**src/rtl/fft_pkg.sv**
```systemverilog
// Shared defaults, collector FSM state type and the bit-reverse helper for the FFT output collector.
package fft_pkg;

  localparam int unsigned DefDataWidth = 16;
  localparam int unsigned DefSeqLength = 16;

  // Widest index bitrev() can handle; callers pass their real width.
  localparam int unsigned MaxAddrW    = 16;
  localparam int unsigned MaxAddrIdxW = 4;

  typedef enum logic [1:0] {
    StIdle,
    StCapture,
    StDrain
  } coll_state_e;

  // Reverses the low 'width' bits of val; bits at and above 'width' come back as zero.
  function automatic logic [MaxAddrW-1:0] bitrev(input logic [MaxAddrW-1:0] val,
                                                 input int unsigned        width);
    logic [MaxAddrW-1:0] res;
    res = '0;
    for (int unsigned i = 0; i < MaxAddrW; i++) begin
      if (i < width) begin
        res[MaxAddrIdxW'(i)] = val[MaxAddrIdxW'(width - 1 - i)];
      end
    end
    return res;
  endfunction

endpackage

```
**src/rtl/fft_frame_buffer.sv**
```systemverilog
// Single-frame bin store: one write port, one synchronous read port whose register holds between
// reads and is cleared by reset.
module fft_frame_buffer #(
  parameter int unsigned Width = 32,
  parameter int unsigned Depth = 16,
  parameter int unsigned AddrW = $clog2(Depth)
) (
  input  logic             clk_i,
  input  logic             rst_i,
  input  logic             wr_en_i,
  input  logic [AddrW-1:0] wr_addr_i,
  input  logic [Width-1:0] wr_data_i,
  input  logic             rd_en_i,
  input  logic [AddrW-1:0] rd_addr_i,
  output logic [Width-1:0] rd_data_o
);

  logic [Width-1:0] mem_q [Depth];
  logic [Width-1:0] rd_data_d, rd_data_q;

  always_ff @(posedge clk_i) begin
    if (wr_en_i) begin
      mem_q[wr_addr_i] <= wr_data_i;
    end
  end

  always_comb begin
    rd_data_d = rd_data_q;
    if (rd_en_i) begin
      rd_data_d = mem_q[rd_addr_i];
    end
  end

  always_ff @(posedge clk_i) begin
    if (rst_i) begin
      rd_data_q <= '0;
    end else begin
      rd_data_q <= rd_data_d;
    end
  end

  assign rd_data_o = rd_data_q;

endmodule

```
**src/rtl/fft_output_collector.sv**
```systemverilog
// Captures one FFT frame and replays it over valid/ready with a last marker.
// Define FFT_COLLECT_BIT_REVERSE_EN to undo bit-reversed order; otherwise bins pass in arrival order.
module fft_output_collector
  import fft_pkg::*;
#(
  parameter int unsigned DATA_WIDTH = DefDataWidth,
  parameter int unsigned SEQ_LENGTH = DefSeqLength,
  parameter int unsigned ADDR_W     = $clog2(SEQ_LENGTH)
) (
  input  logic                  clk,
  input  logic                  reset,
  input  logic [DATA_WIDTH-1:0] data_in_real,
  input  logic [DATA_WIDTH-1:0] data_in_img,
  input  logic                  valid_in,
  input  logic                  done_in,
  output logic [DATA_WIDTH-1:0] data_out_real,
  output logic [DATA_WIDTH-1:0] data_out_img,
  output logic                  valid_out,
  input  logic                  ready_in,
  output logic                  last_out,
  output logic                  busy,
  output logic                  overflow
);

  localparam logic [ADDR_W-1:0] LastIdx = ADDR_W'(SEQ_LENGTH - 1);

  coll_state_e       state_d, state_q;
  logic [ADDR_W-1:0] wr_cnt_d, wr_cnt_q;
  logic [ADDR_W-1:0] rd_idx_d, rd_idx_q;
  logic              valid_d, valid_q;
  logic              last_d, last_q;
  logic              overflow_d, overflow_q;

  logic                    cap_last, handshake;
  logic                    wr_en, rd_en;
  logic [ADDR_W-1:0]       wr_addr, rd_addr;
  logic [2*DATA_WIDTH-1:0] rd_data;

  assign cap_last  = valid_in && (wr_cnt_q == LastIdx);
  assign handshake = valid_q && ready_in;

`ifdef FFT_COLLECT_BIT_REVERSE_EN
  assign wr_addr = ADDR_W'(bitrev(MaxAddrW'(wr_cnt_q), ADDR_W));
`else
  assign wr_addr = wr_cnt_q;
`endif

  always_ff @(posedge clk) begin
    if (reset) begin
      state_q    <= StIdle;
      wr_cnt_q   <= '0;
      rd_idx_q   <= '0;
      valid_q    <= 1'b0;
      last_q     <= 1'b0;
      overflow_q <= 1'b0;
    end else begin
      state_q    <= state_d;
      wr_cnt_q   <= wr_cnt_d;
      rd_idx_q   <= rd_idx_d;
      valid_q    <= valid_d;
      last_q     <= last_d;
      overflow_q <= overflow_d;
    end
  end

  always_comb begin
    state_d    = state_q;
    wr_cnt_d   = wr_cnt_q;
    rd_idx_d   = rd_idx_q;
    valid_d    = valid_q;
    last_d     = last_q;
    overflow_d = overflow_q;
    unique case (state_q)
      StIdle: begin
        if (valid_in) begin
          wr_cnt_d = ADDR_W'(1);
          state_d  = StCapture;
        end
      end
      StCapture: begin
        if (done_in && !cap_last) begin
          overflow_d = 1'b1;
        end
        if (valid_in) begin
          wr_cnt_d = wr_cnt_q + ADDR_W'(1);
        end
        if (cap_last) begin
          state_d  = StDrain;
          rd_idx_d = '0;
          valid_d  = 1'b1;
          last_d   = 1'b0;
        end
      end
      StDrain: begin
        // Single buffer: anything arriving while draining is lost.
        if (valid_in) begin
          overflow_d = 1'b1;
        end
        if (handshake) begin
          if (rd_idx_q == LastIdx) begin
            state_d = StIdle;
            valid_d = 1'b0;
            last_d  = 1'b0;
          end else begin
            rd_idx_d = rd_idx_q + ADDR_W'(1);
            last_d   = (rd_idx_q + ADDR_W'(1)) == LastIdx;
          end
        end
      end
      default: state_d = StIdle;
    endcase
  end

  always_comb begin
    busy    = (state_q != StIdle);
    wr_en   = valid_in && (state_q == StIdle || state_q == StCapture);
    rd_en   = 1'b0;
    rd_addr = '0;
    unique case (state_q)
      StCapture: rd_en = cap_last;
      StDrain: begin
        rd_en   = handshake && (rd_idx_q != LastIdx);
        rd_addr = rd_idx_q + ADDR_W'(1);
      end
      default: rd_en = 1'b0;
    endcase
  end

  // The read-port register doubles as the output data register.
  fft_frame_buffer #(
    .Width(2 * DATA_WIDTH),
    .Depth(SEQ_LENGTH),
    .AddrW(ADDR_W)
  ) u_buf (
    .clk_i    (clk),
    .rst_i    (reset),
    .wr_en_i  (wr_en),
    .wr_addr_i(wr_addr),
    .wr_data_i({data_in_real, data_in_img}),
    .rd_en_i  (rd_en),
    .rd_addr_i(rd_addr),
    .rd_data_o(rd_data)
  );

  assign data_out_real = rd_data[2*DATA_WIDTH-1:DATA_WIDTH];
  assign data_out_img  = rd_data[DATA_WIDTH-1:0];
  assign valid_out     = valid_q;
  assign last_out      = last_q;
  assign overflow      = overflow_q;

endmodule

```
**config.mk**
```make
export PLATFORM = sky130hd
export DESIGN_NAME = fft_output_collector
export DESIGN_NICKNAME = d
export VERILOG_FILES = /design/src/rtl/fft_pkg.sv /design/src/rtl/fft_frame_buffer.sv /design/src/rtl/fft_output_collector.sv
export SDC_FILE = /design/constraint.sdc
export NUM_CORES = 1
export LEC_CHECK = 0
export CORE_ASPECT_RATIO = 1.4
export CORE_MARGIN = 2
export CORE_UTILIZATION = 45
export CTS_CLUSTER_DIAMETER = 40
export DETAILED_ROUTE_END_ITERATION = 8
export RECOVER_POWER = 100
export SYNTH_ARGS = -nofsm -noshare
export SYNTH_HDL_FRONTEND = slang
export SYNTH_SLANG_ARGS = --single-unit
export TNS_END_PERCENT = 5
```
**constraint.sdc**
```tcl
create_clock -name clk -period 4.3 [get_ports clk]
set_input_delay 0.86 -clock clk [delete_from_list [all_inputs] [get_ports clk]]
set_output_delay 0.86 -clock clk [all_outputs]
set_load 0.03 [all_outputs]
```
[Word level (Yosys, flattened, before mapping)]
Memories as Yosys holds them, arrays and structs flattened. A register that Yosys moved wholly into a read port is not among the register bits.
Index checks and enable logic that the tools add are counted.
Word-level totals
  bits in registers: 13
  RAM bits: 512
  input bits: 37
  output and inout port bits: 36
  logic and storage cells: 67
  memories: 1
Memories
  u_buf.mem_q: depth 16, width 32, rd ports 1, clocked after Yosys merged registers in 1, write ports 1, line fft_frame_buffer.sv:18  | logic [Width-1:0] mem_q [Depth];
Operators by class
  $add $sub $neg: 2
  equality and inequality tests: 14
  muxes and demuxes: 27
  reductions and logical operators: 17
Operator list (number)
  2-to-1 mux 4 bit: 6
  inequality test 2 bit, second input constant: 8
  case mux 4 bit (2 select lines): 2
  equality test 4 bit, second input constant: 3
  AND reduction 4 bit: 3
  2-to-1 mux 1 bit: 10
  AND reduction 3 bit: 3
  adder 4 x 1 -> 4 bit, second input constant: 2
  2-to-1 mux 2 bit: 4
  case mux 1 bit (2 select lines): 4
  case mux 2 bit (3 select lines): 1
  nonzero test 2 bit: 3
  logical AND 1 bit: 5
  inequality test 4 bit, second input constant: 1
  equality test 2 x 1 -> 1 bit, second input constant: 1
  equality test 2 bit, second input constant: 1
  logical NOT 2 bit: 1
  logical NOT 1 bit: 1
  logical OR 1 bit: 1

[Logic depth before layout (Yosys ltp)]
Gate-level depths: netlist (run 1).
  word-level depth: 6
  mapped depth: 13
  mapped depth without buffers: 8

[Cells and area by module]
From an unflattened synthesis (run 1), not the netlist that was laid out.
Unflattened totals
  cell total of the unflattened synthesis: 1312
  area, all modules: 21792.2 µm²
By module, submodules not included
  fft_frame_buffer: instances 1, cells each 1216, area each 20948.8 µm², sequential area each 16015.4 µm²
  fft_output_collector: instances 1, cells each 96, area each 843.3 µm², sequential area each 260.2 µm²

[Worst setup path after synthesis (run 1)]
No wires, ideal clock.
  kind: in2reg
  from: input valid_in
  to: memory u_buf.mem_q[3][0], enable pin
  setup time: 0.461 ns
  arrival time: 3.537 ns
  data required time: 3.839 ns
  setup slack: 0.302 ns
  stages on the path: 4
  path buffers: 1
  cells stage by stage: buf_2 -> o21a_1 -> nand2_1 -> nor3_1
Between the ends
  cells in the longest elaborated chain, start to end: 3
Ends and longest elaborated chain
  start, declared: line fft_output_collector.sv:14  | input logic valid_in,
  logical AND 1 bit: line fft_output_collector.sv:116  | wr_en = valid_in && (state_q == StIdle || state_q == StCapture);
  2-to-1 mux 1 bit: line fft_frame_buffer.sv:22  | if (wr_en_i) begin
  2-to-1 mux 1 bit (implied by the code): line fft_frame_buffer.sv:23  | mem_q[wr_addr_i] <= wr_data_i;
  end, declared: line fft_frame_buffer.sv:18
No other way between the ends.

[Worst setup path in the final report (run 1)]
  from: register rd_idx_q[0]
  to: register u_buf.rd_data_q[29], in the netlist u_buf.rd_data_o[29], read port of u_buf.mem_q
Between the ends
  cells in the longest elaborated chain, start to end: 3
  elaborated cells between the ends (all ways): 5
  those cells by class: 1 x add/sub; 1 x eq/ne; 2 x mux; 1 x reduce/logical
Ends and longest elaborated chain
  start, declared: line fft_output_collector.sv:29  | logic [ADDR_W-1:0] rd_idx_d, rd_idx_q;
  start signal, assigned: line fft_output_collector.sv:59  | rd_idx_q <= rd_idx_d;
  parallel branches: the longest is 3 deep, another holds adder 4 x 1 -> 4 bit
  end, declared: line fft_frame_buffer.sv:19  | logic [Width-1:0] rd_data_d, rd_data_q;
Parallel ways; which one is timed is not known.
A chain may end at the register's enable or synchronous reset.

==> summary.txt, run 1 <==
Pwr
  – Internal power: 9.33 mW
  – Pleak: 9.25 nW
  – Flop pwr share: 49.4%
  – Power Dens Cells: 481 mW/mm²
  – Total power: 12.4 mW
  – Sw Ratio: 24.9%
  – Worst vdd ir: 0.342 mV
  – Switching Power: 3.10 mW
  – Comb pwr share: 11.7%
  – Clock network fraction of design power: 38.9%

Clock network
  – Post-cts sizing count: 0
  – Clk pin slew, worst setup/hold paths: 60 ps
  – CTS tree: done
  – Clock sinks: 557
  – CTS Hold Bufs: 0
  – Inserted Clock Buffers: 55
  – Clock root cell: clkbuf_16
  – Clock latency on the worst-skew pair: 590 ps
  – Max clock buf depth: 3
  – H-tree depth: 2
  – Post-CTS Setup Bufs: 0

Setup path
  – Most common cell on crit path: a21oi_1
  – Worst R2R Start: rd_idx_q[0]$_SDFFE_PP0P_
  – Slowest cell on crit path: ha_2
  – WP buf/inv: 2
  – Critical Path Max Stage Delay: 1290 ps
  – Crit Path Category: reg2reg
  – Setup crit end kind: register
  – CP Launch Type: register
  – CP Launch Point: rd_idx_q[0]$_SDFFE_PP0P_
  – Worst EP required: 4700 ps
  – Delay-heaviest family, CP: adder cells
  – CP Cell Sequence: inv_1 -> ha_2 -> buf_4 -> mux2i_1 -> o22ai_1 -> a21oi_1 -> a21oi_1 -> a21oi_1 -> o21ai_1
  – Worst-path fanout max: 57
  – Critical path arrival: 3950 ps

Routing
  – WL final: 54600 µm
  – Drt pass-1 iters: 5
  – Antenna-violating nets left: 0
  – Via density: 5.66
  – Initial drt markers: 1086
  – Vias: 13600
  – Routed len/inst: 22.8 µm
  – DRC Markers: 0

STA
  – Slew Limit Headroom: -13.2%
  – Worst clock skew: 23.3 ps
  – Fin. Hold Viols: 0
  – Setup TNS: 0 ps
  – Final min period: 3550 ps
  – Slew Limit Fails: 43
  – Count of final setup violators: 0
  – FMAX: 282 MHz
  – Measured slew at the worst slew-check pin: 1700 ps
  – Unrepaired setup endpoints after global routing: no
  – Final critical-path share of the clock period: 82.6%

Placed design
  – Dpl hpwl: 30500 µm
  – IO Port Bufs: 72
  – GP Congestion: 0.783

Synth
  – Netlist cell types: 48
  – Syn. warnings: 0
  – Mapped Area: 0.0228 mm²
  – Ys async rst share: 0%
  – Post-synth EDFFs: 512
  – Largest cells by area after synthesis: edfxtp_1 (67%), mux2i_1 (5.3%), nand2_1 (4.1%)
  – Yosys top cell area share: 67.4%
  – Ys flop type: edfxtp_1
  – Post-Syn Instances: 1648
  – Avg Cell Area, Syn: 13.8 µm²
  – Synth area leader: edfxtp_1
  – Seq/Total Area, Yosys: 71.4%
  – Most frequent cell after synthesis: edfxtp_1
  – Mapped Nets: 1695
  – Synth top cells by count: edfxtp_1 (512), nand2_1 (251), o21ai_0 (122)
  – Yosys reg bits: 557

Die
  – Row count: 97
  – Die height: 270 µm
  – DIE WIDTH: 194 µm
  – Starting Density: 45.6%
  – Io pins: 73
  – Core area: 0.0500 mm²
  – Die area: 0.0525 mm²

Global route
  – Gr usage total: 20.4%
  – Initial antenna violation count: 0
  – Largest net degree at the start of global routing: 147
  – Congestion Overflow GR: 0
  – First-pass GRT wire length: 82000 µm
  – Vias in the first global route: 13500

Layout
  – Area delta synth->final: 13.3%
  – Share of cells above drive strength 1: 9.25%
  – Final #Nets: 1753
  – # diodes: 0

Outcome
  – Violated checks: capacitance limit, slew limit
  – Status: finished with violations

Job
  – Max-Cap Viols: 4

Worst hold path
  – Min-delay src: last_out$_SDFFE_PP0P_
  – Hold WC Path Type: reg2reg
[final cells by class]
type                            instances  area (µm²)
Tap cell                              643         805
Inverter                               40         150
Timing Repair Buffer                  117        1080
Fill cell                            4273       24200
Clock buffer                           64        1440
Multi-Input combinational cell        935        5680
Clock inverter                         38         393
Sequential cell                       557       16300
[power by group through the flow]
| stage | logic (mW) | clock network, mW | registers, mW |
|---|---|---|---|
| 2_1_floorplan | 0.997 | 0 | 6.26 |
| 3_3_place_gp | 1.48 | 0 | 6.24 |
| 5_1_grt | 1.60 | 5.12 | 6.15 |
| 4_1_cts | 1.50 | 4.92 | 6.13 |
| 6_report | 1.46 | 4.84 | 6.14 |
| 3_5_place_dp | 1.50 | 0 | 6.25 |
[cells in the final DEF, fill, tap and decap left out, types with 6 or more instances in the layout]
cell / instances
nand3_1: 6
dfxtp_1: 44
o211ai_1: 15
nor2_4: 7
inv_1: 40
a221oi_1: 14
mux2_2: 16
clkbuf_16: 55
mux2i_1: 121
a22o_1: 33
a22oi_1: 26
o21ai_0: 122
ha_1: 8
dlygate4sd3_1: 69
buf_4: 22
clkinv_1: 10
clkinv_2: 8
o22ai_1: 32
edfxtp_1: 512
bufinv_16: 6
a21oi_1: 92
nor2_1: 91
buf_12: 6
a211oi_1: 48
clkbuf_1: 16
clkbuf_2: 7
nand2_1: 251
[kinds of logic after synthesis]
family	count (synthesis)	synth area share, %
compound gates	403	11.5
xor+xnor	1	0.0384
fa+ha+maj	10	0.549
buf+inv	156	3.73
flops	557	71.4
mux	138	6.20
simple gates	383	6.64
[worst register-to-register path, delay by kind of cell (launching register included)]
| kind | cells | cell delay (ps) |
|---|---|---|
| mux | 1 | 350 |
| fa+ha+maj | 1 | 1290 |
| flops | 1 | 360 |
| compound gates | 5 | 670 |
| buf+inv | 2 | 710 |
[per-stage QoR]
stage | instances | hold WS, ps | cell area, µm² | util, % | setup slack, ps
after floorplan | 1648 | 491 | 22800 | - | 302
after global placement | 2292 | 445 | 24200 | 48.5 | 852
after detailed placement | 2292 | 476 | 24200 | 48.5 | 801
after CTS | 2394 | 482 | 26100 | 52.2 | 1270
after global routing | 2394 | 516 | 25800 | 51.6 | 579
final | 2394 | 478 | 25800 | 51.6 | 748
[sequential cells by signal, summed over array words and instances, names as in the netlist]
signal and cells:
u_buf.rd_data_o 32, wr_addr 4, u_buf.mem_q 512, last_out 1, valid_out 1, state_q 2
rd_idx_q 4, overflow 1
[routing by layer]
layer | GRT usage, % | up-vias | part of all wire (%)
met1 | 25.9 | 6796 | 42
met5 | 0 | - | 0
met2 | 35.9 | 369 | 50
met4 | 7.26 | 0 | 3.2
li1 | - | 6293 | -
met3 | 2.75 | 103 | 4.6
[path summary, 6_finish.rpt]
kind	slack, ps	to	cells past startpoint
max	750	u_buf.rd_data_o[29]$_SDFFE_PP0P_	9
min	480	last_out$_SDFFE_PP0P_	2
max reg2reg	750	u_buf.rd_data_o[29]$_SDFFE_PP0P_	9
min reg2reg	480	last_out$_SDFFE_PP0P_	2
(Power assumes the default switching activity.)
==> inputs of run 2 (changes only) <==
clock period = 3.3 ns   (was 4.3 ns; I/O delays follow)
==> summary.txt, run 2 (synthesis results as in run 1) <==
Layout
  – # diodes: 0 (unchanged)
  – Area delta synth->final: 14.7%
  – Reg with most FFs: u_buf.mem_q
  – Commonest non-fill, non-tap cell in the layout: edfxtp_1
  – Final #Nets: 1776 (+1.3%)
  – Max FFs per register: 512 (unchanged)
  – Commonest non-fill, non-tap cells in the layout: edfxtp_1 (512), nand2_1 (251), o21ai_0 (122)
  – Share of cells above drive strength 1: 10.5% (+1.3 points)

Die
  – Die area: 0.0525 mm² (unchanged)
  – DIE WIDTH: 194 µm (unchanged)
  – Core area: 0.0500 mm² (unchanged)
  – Row count: 97 (unchanged)
  – Starting Density: 45.6% (unchanged)
  – Io pins: 73 (unchanged)
  – Die height: 270 µm (unchanged)

Outcome
  – Status: finished clean

Routing
  – Via density: 5.54 (-2.1%)
  – Drt pass-1 iters: 5 (unchanged)
  – Vias: 13400 (-0.94%)
  – Routed len/inst: 21.9 µm (-3.9%)
  – Initial drt markers: 1068 (-1.7%)
  – WL final: 53200 µm (-2.7%)
  – Antenna-violating nets left: 0 (unchanged)
  – DRC Markers: 0 (unchanged)

Setup path
  – WP buf/inv: 2 (unchanged)
  – Reg2reg end: u_buf.rd_data_o[15]$_SDFFE_PP0P_
  – Critical path arrival: 3430 ps (-520 ps)
  – CP Cell Sequence: inv_1 -> ha_4 -> clkbuf_1 -> mux2i_1 -> o22ai_1 -> a211oi_1 -> a211oi_1 -> a22o_1
  – Worst EP required: 3780 ps (-920 ps)
  – Setup crit end kind: register
  – CP Launch Type: register
  – Worst-path fanout max: 35 (-39%)
  – Slowest cell on crit path: ha_4
  – Worst R2R Path Depth: 8 (-1)
  – Critical Path Max Stage Delay: 680 ps (-610 ps)
  – Flop2flop setup slack: 350 ps (-400 ps)
  – Worst R2R Start: rd_idx_q[0]$_SDFFE_PP0P_
  – Crit Path Category: reg2reg
  – Delay-heaviest family, CP: compound AO/OA/AOI/OAI gates
  – Most common cell on crit path: a211oi_1

STA
  – Measured slew at the worst slew-check pin: 1380 ps (-317 ps)
  – Slew Limit Fails: 0 (-100%)
  – Fin. Hold Viols: 0 (unchanged)
  – Final Worst Setup Slack: 350 ps (-398 ps)
  – Count of final setup violators: 0 (unchanged)
  – FMAX: 339 MHz (+20%)
  – Unrepaired setup endpoints after global routing: no
  – Worst clock skew: 19.7 ps (-3.59 ps)
  – Final hold slack: 452 ps (-26.2 ps)
  – Slew Limit Headroom: 7.93% (+21 points)
  – Setup TNS: 0 ps (unchanged)
  – Final min period: 2950 ps (-602 ps)
  – Final critical-path share of the clock period: 89.4% (+6.8 points)

Placed design
  – Dpl hpwl: 30400 µm (-0.50%)
  – GP Congestion: 0.762 (-2.7%)
  – IO Port Bufs: 72 (unchanged)
  – Dpl ws: 416 ps (-386 ps)

Clock network
  – Clock latency on the worst-skew pair: 600 ps (about the same)
  – Clk pin slew, worst setup/hold paths: 60 ps (about the same)
  – Post-cts sizing count: 0 (unchanged)
  – Post-CTS Setup Bufs: 0 (unchanged)
  – Clock root cell: clkbuf_16
  – Max clock buf depth: 3 (unchanged)
  – H-tree depth: 2 (unchanged)
  – Clock sinks: 557 (unchanged)
  – CTS Hold Bufs: 0 (unchanged)
  – Inserted Clock Buffers: 59 (+7.3%)
  – CTS tree: done

Global route
  – Congestion Overflow GR: 0 (unchanged)
  – First-pass GRT wire length: 81000 µm (-1.3%)
  – Largest net degree at the start of global routing: 86 (-41%)
  – Gr usage total: 20.0% (-0.43 points)
  – Initial antenna violation count: 0 (unchanged)
  – Vias in the first global route: 13500 (-0.19%)

Pwr
  – Worst vdd ir: 0.394 mV (+15%)
  – Power Dens Cells: 625 mW/mm² (+30%)
  – Pleak: 9.43 nW (+2.0%)

Worst hold path
  – Min-delay src: u_buf.rd_data_o[29]$_SDFFE_PP0P_
  – Hold WC Path Type: reg2reg
  – WHS Endpoint: u_buf.rd_data_o[29]$_SDFFE_PP0P_
  – WHS Path Cells: 2 (unchanged)

Job
  – Max-Cap Viols: 0 (-4)
==> run 2: cell count changes in the layout (fill, tap and decap cells not counted), sizes merged <==
cell | previous run | this run
bufinv | 6 | 2
inv | 46 | 52
clkdlybuf4s50 | 3 | 4
clkinv | 22 | 15
dlymetal6s2s | 0 | 1
clkbuf | 81 | 114
dlygate4sd3 | 69 | 68
==> run 2: worst max path at each step <==
stage / startpoint / to / slack [ps] / cells past startpoint
3_3_place_gp: valid_in / u_buf.mem_q[7][0]$_DFFE_PP_ / 430 / 5
4_1_cts: rd_idx_q[0]$_SDFFE_PP0P_ / u_buf.rd_data_o[19]$_SDFFE_PP0P_ / 480 / 8
3_5_place_dp: valid_in / u_buf.mem_q[7][0]$_DFFE_PP_ / 420 / 5
2_1_floorplan: state_q[1]$_SDFFE_PP0P_ / u_buf.mem_q[0][0]$_DFFE_PP_ / -530 / 6
6_report: rd_idx_q[0]$_SDFFE_PP0P_ / u_buf.rd_data_o[15]$_SDFFE_PP0P_ / 350 / 8
5_1_grt: rd_idx_q[0]$_SDFFE_PP0P_ / u_buf.rd_data_o[15]$_SDFFE_PP0P_ / 190 / 8
==> run 2: per-stage QoR <==
| stage | util, % | instances | total power [mW] | instance area (µm²) |
|---|---|---|---|---|
| floorplan | - | 1648 | 9.45 | 22800 |
| global placement | 49.0 | 2311 | 10.1 | 24500 |
| detailed placement | 49.0 | 2311 | 10.1 | 24500 |
| CTS | 52.8 | 2423 | 16.5 | 26400 |
| global route | 52.3 | 2423 | 17.0 | 26100 |
| finish | 52.3 | 2423 | 16.3 | 26100 |
==> run 2: power by group <==
part / switching, mW / internal (mW) / leakage (nW) / total, mW
Sequential: 0.0808 / 7.92 / 4.98 / 8.00
Clock: 2.80 / 3.65 / 0.929 / 6.45
Combinational: 1.27 / 0.633 / 3.52 / 1.90
==> run 2: final cells by class <==
class / count / area, µm²
Clock buffer: 79 / 1610
Clock inverter: 33 / 303
Fill cell: 4181 / 23900
Inverter: 40 / 150
Multi-Input combinational cell: 935 / 5750
Sequential cell: 557 / 16300
Tap cell: 643 / 805
Timing Repair Buffer: 136 / 1250
==> run 2: worst min-delay path, delay by kind of cell (launching register included) <==
kind / cells / cell delay, ps
and+or+nand+nor: 1 / 50
AOI/OAI and AO/OA: 1 / 50
DFF: 1 / 310
==> run 2: metal layers <==
| metal | routed length (µm) | part of all wire (%) | vias up | global-route usage, % |
|---|---|---|---|---|
| li1 | - | - | 6333 | - |
| met1 | 21800 | 41 | 6679 | 25.4 |
| met3 | 2230 | 4.2 | 90 | 2.36 |
| met5 | 0 | 0 | - | 0 |
| met4 | 1540 | 2.9 | 0 | 6.00 |
| met2 | 27600 | 52 | 332 | 35.9 |
==> inputs of run 3 (changes only) <==
CORE_UTILIZATION = 53   (was 45)
PLACE_DENSITY = 0.7   (was default)
==> summary.txt, run 3 (synthesis results as in run 1) <==
Outcome
  – Status: finished clean

Worst hold path
  – Hold WC Path Type: reg2reg

Layout
  – Share of cells above drive strength 1: 10.1% (-0.45 points)
  – Max FFs per register: 512 (unchanged)
  – Area delta synth->final: 13.0%
  – Final #Nets: 1764 (-0.68%)
  – Commonest non-fill, non-tap cell in the layout: edfxtp_1
  – Fin cells: 2306 (-4.8%)
  – # diodes: 0 (unchanged)
  – Final instance area: 0.0258 mm² (-1.4%)
  – Reg with most FFs: u_buf.mem_q
  – Commonest non-fill, non-tap cells in the layout: edfxtp_1 (512), nand2_1 (252), o21ai_0 (123)

Routing
  – Routed len/inst: 22.6 µm (+3.1%)
  – Initial drt markers: 1288 (+21%)
  – Metal3 WL: 2870 µm (+28%)
  – Vias: 13500 (+0.71%)
  – Antenna-violating nets left: 0 (unchanged)
  – DRC Markers: 0 (unchanged)
  – Via density: 5.87 (+5.8%)
  – Drt pass-1 iters: 5 (unchanged)
  – Top layer in use: met4
  – WL final: 52200 µm (-1.9%)
  – DR WL met2: 26700 µm (-3.1%)
  – Met1 wire length: 21000 µm (-3.7%)

Placed design
  – Dpl hpwl: 30000 µm (-1.1%)
  – Dpl ws: 458 ps (+42.6 ps)
  – GP Congestion: 0.795 (+4.4%)
  – Cell total after placement: 2209 (-4.4%)
  – DP Area: 0.0243 mm² (-0.65%)
  – IO Port Bufs: 72 (unchanged)

STA
  – Count of final setup violators: 0 (unchanged)
  – Setup TNS: 0 ps (unchanged)
  – Measured slew at the worst slew-check pin: 1340 ps (-39.8 ps)
  – Unrepaired setup endpoints after global routing: no
  – Slew Limit Headroom: 10.6% (+2.7 points)
  – FMAX: 338 MHz (-0.21%)
  – Final critical-path share of the clock period: 89.6% (+0.19 points)
  – Fin. Hold Viols: 0 (unchanged)
  – Worst clock skew: 17.5 ps (-2.15 ps)
  – Final Worst Setup Slack: 344 ps (-6.15 ps)
  – Final min period: 2960 ps (+6.15 ps)
  – Slew Limit Fails: 0 (unchanged)

Die
  – Row count: 89 (-8.2%)
  – Core area: 0.0423 mm² (-15%)
  – Die height: 249 µm (-7.7%)
  – DIE WIDTH: 179 µm (-7.7%)
  – Die area: 0.0447 mm² (-15%)
  – Io pins: 73 (unchanged)
  – Starting Density: 53.9% (+8.3 points)

Clock network
  – CTS Hold Bufs: 0 (unchanged)
  – CTS tree: done
  – Clock sinks: 557 (unchanged)
  – Clock latency on the worst-skew pair: 590 ps (about the same)
  – Clock root cell: clkbuf_16
  – Inserted Clock Buffers: 52 (-12%)
  – Max clock buf depth: 3 (unchanged)
  – Post-cts sizing count: 0 (unchanged)
  – Post-CTS Setup Bufs: 0 (unchanged)
  – H-tree depth: 2 (unchanged)
  – Clk pin slew, worst setup/hold paths: 60 ps (about the same)

Global route
  – Gr usage total: 23.5% (+3.5 points)
  – First-pass GRT wire length: 79400 µm (-2.0%)
  – Congestion Overflow GR: 0 (unchanged)
  – Vias in the first global route: 13400 (-0.71%)
  – Largest net degree at the start of global routing: 92 (+7.0%)
  – Initial antenna violation count: 1 (+1)

Pwr
  – Power Dens Cells: 612 mW/mm² (-2.1%)
  – Worst vdd ir: 0.469 mV (+19%)
  – Pleak: 9.31 nW (-1.2%)
  – Total power: 15.8 mW (-3.5%)

Setup path
  – CP Launch Type: register
  – Setup crit end kind: register
  – Crit Path Category: reg2reg
  – Critical path arrival: 3140 ps (-290 ps)
  – Worst-path fanout max: 18 (-49%)
  – Worst EP required: 3490 ps (-290 ps)

Job
  – Max-Cap Viols: 0 (unchanged)
==> run 3: cell count changes in the layout (fill, tap and decap cells not counted), moves of 4 or more <==
cell	delta
clkbuf_16	-7
clkinv_2	+4
clkbuf_1	-10
inv_6	-4
buf_4	+7
clkbuf_8	-4
==> run 3: through the flow <==
stage | hold WS [ps] | util (%)
2_1_floorplan | 491 | -
3_5_place_dp | 460 | 57.5
4_1_cts | 469 | 61.5
6_report | 464 | 60.9
5_1_grt | 507 | 60.9
3_3_place_gp | 451 | 57.5
==> run 3: power by group <==
group          internal, mW  switching [mW]  leakage [nW]
clock                  3.29            2.57         0.820
combinational         0.665            1.25          3.51
sequential             7.91          0.0824          4.98
==> run 3: final timing paths <==
check / end / startpoint / slack (ps) / cells past startpoint
hold / removal: last_out$_SDFFE_PP0P_ / last_out$_SDFFE_PP0P_ / 460 / 2
setup / recovery: u_buf.mem_q[5][13]$_DFFE_PP_ / state_q[1]$_SDFFE_PP0P_ / 340 / 6
hold reg to reg: last_out$_SDFFE_PP0P_ / last_out$_SDFFE_PP0P_ / 460 / 2
setup reg to reg: u_buf.mem_q[5][13]$_DFFE_PP_ / state_q[1]$_SDFFE_PP0P_ / 340 / 6
==> run 3: layer usage <==
layer | up-vias | global-route usage, %
li1 | 6302 | -
met5 | - | 0
met4 | 0 | 7.81
met3 | 106 | 2.85
met1 | 6654 | 30.8
met2 | 468 | 40.4
==> run 3: layout make-up <==
type                            instances  area (µm²)
Fill cell                            3288       16500
Sequential cell                       557       16300
Multi-Input combinational cell        935        5760
Clock buffer                           64        1370
Timing Repair Buffer                  131        1220
Tap cell                              546         683
Clock inverter                         33         300
Inverter                               40         150
==> run 3: critical path, stage by stage (launching register included) <==
cell,delay (ps)
dfxtp_1,340
inv_1,110
ha_1,390
o21a_1,290
nand2_1,200
nor2_1,210
clkbuf_1,1000
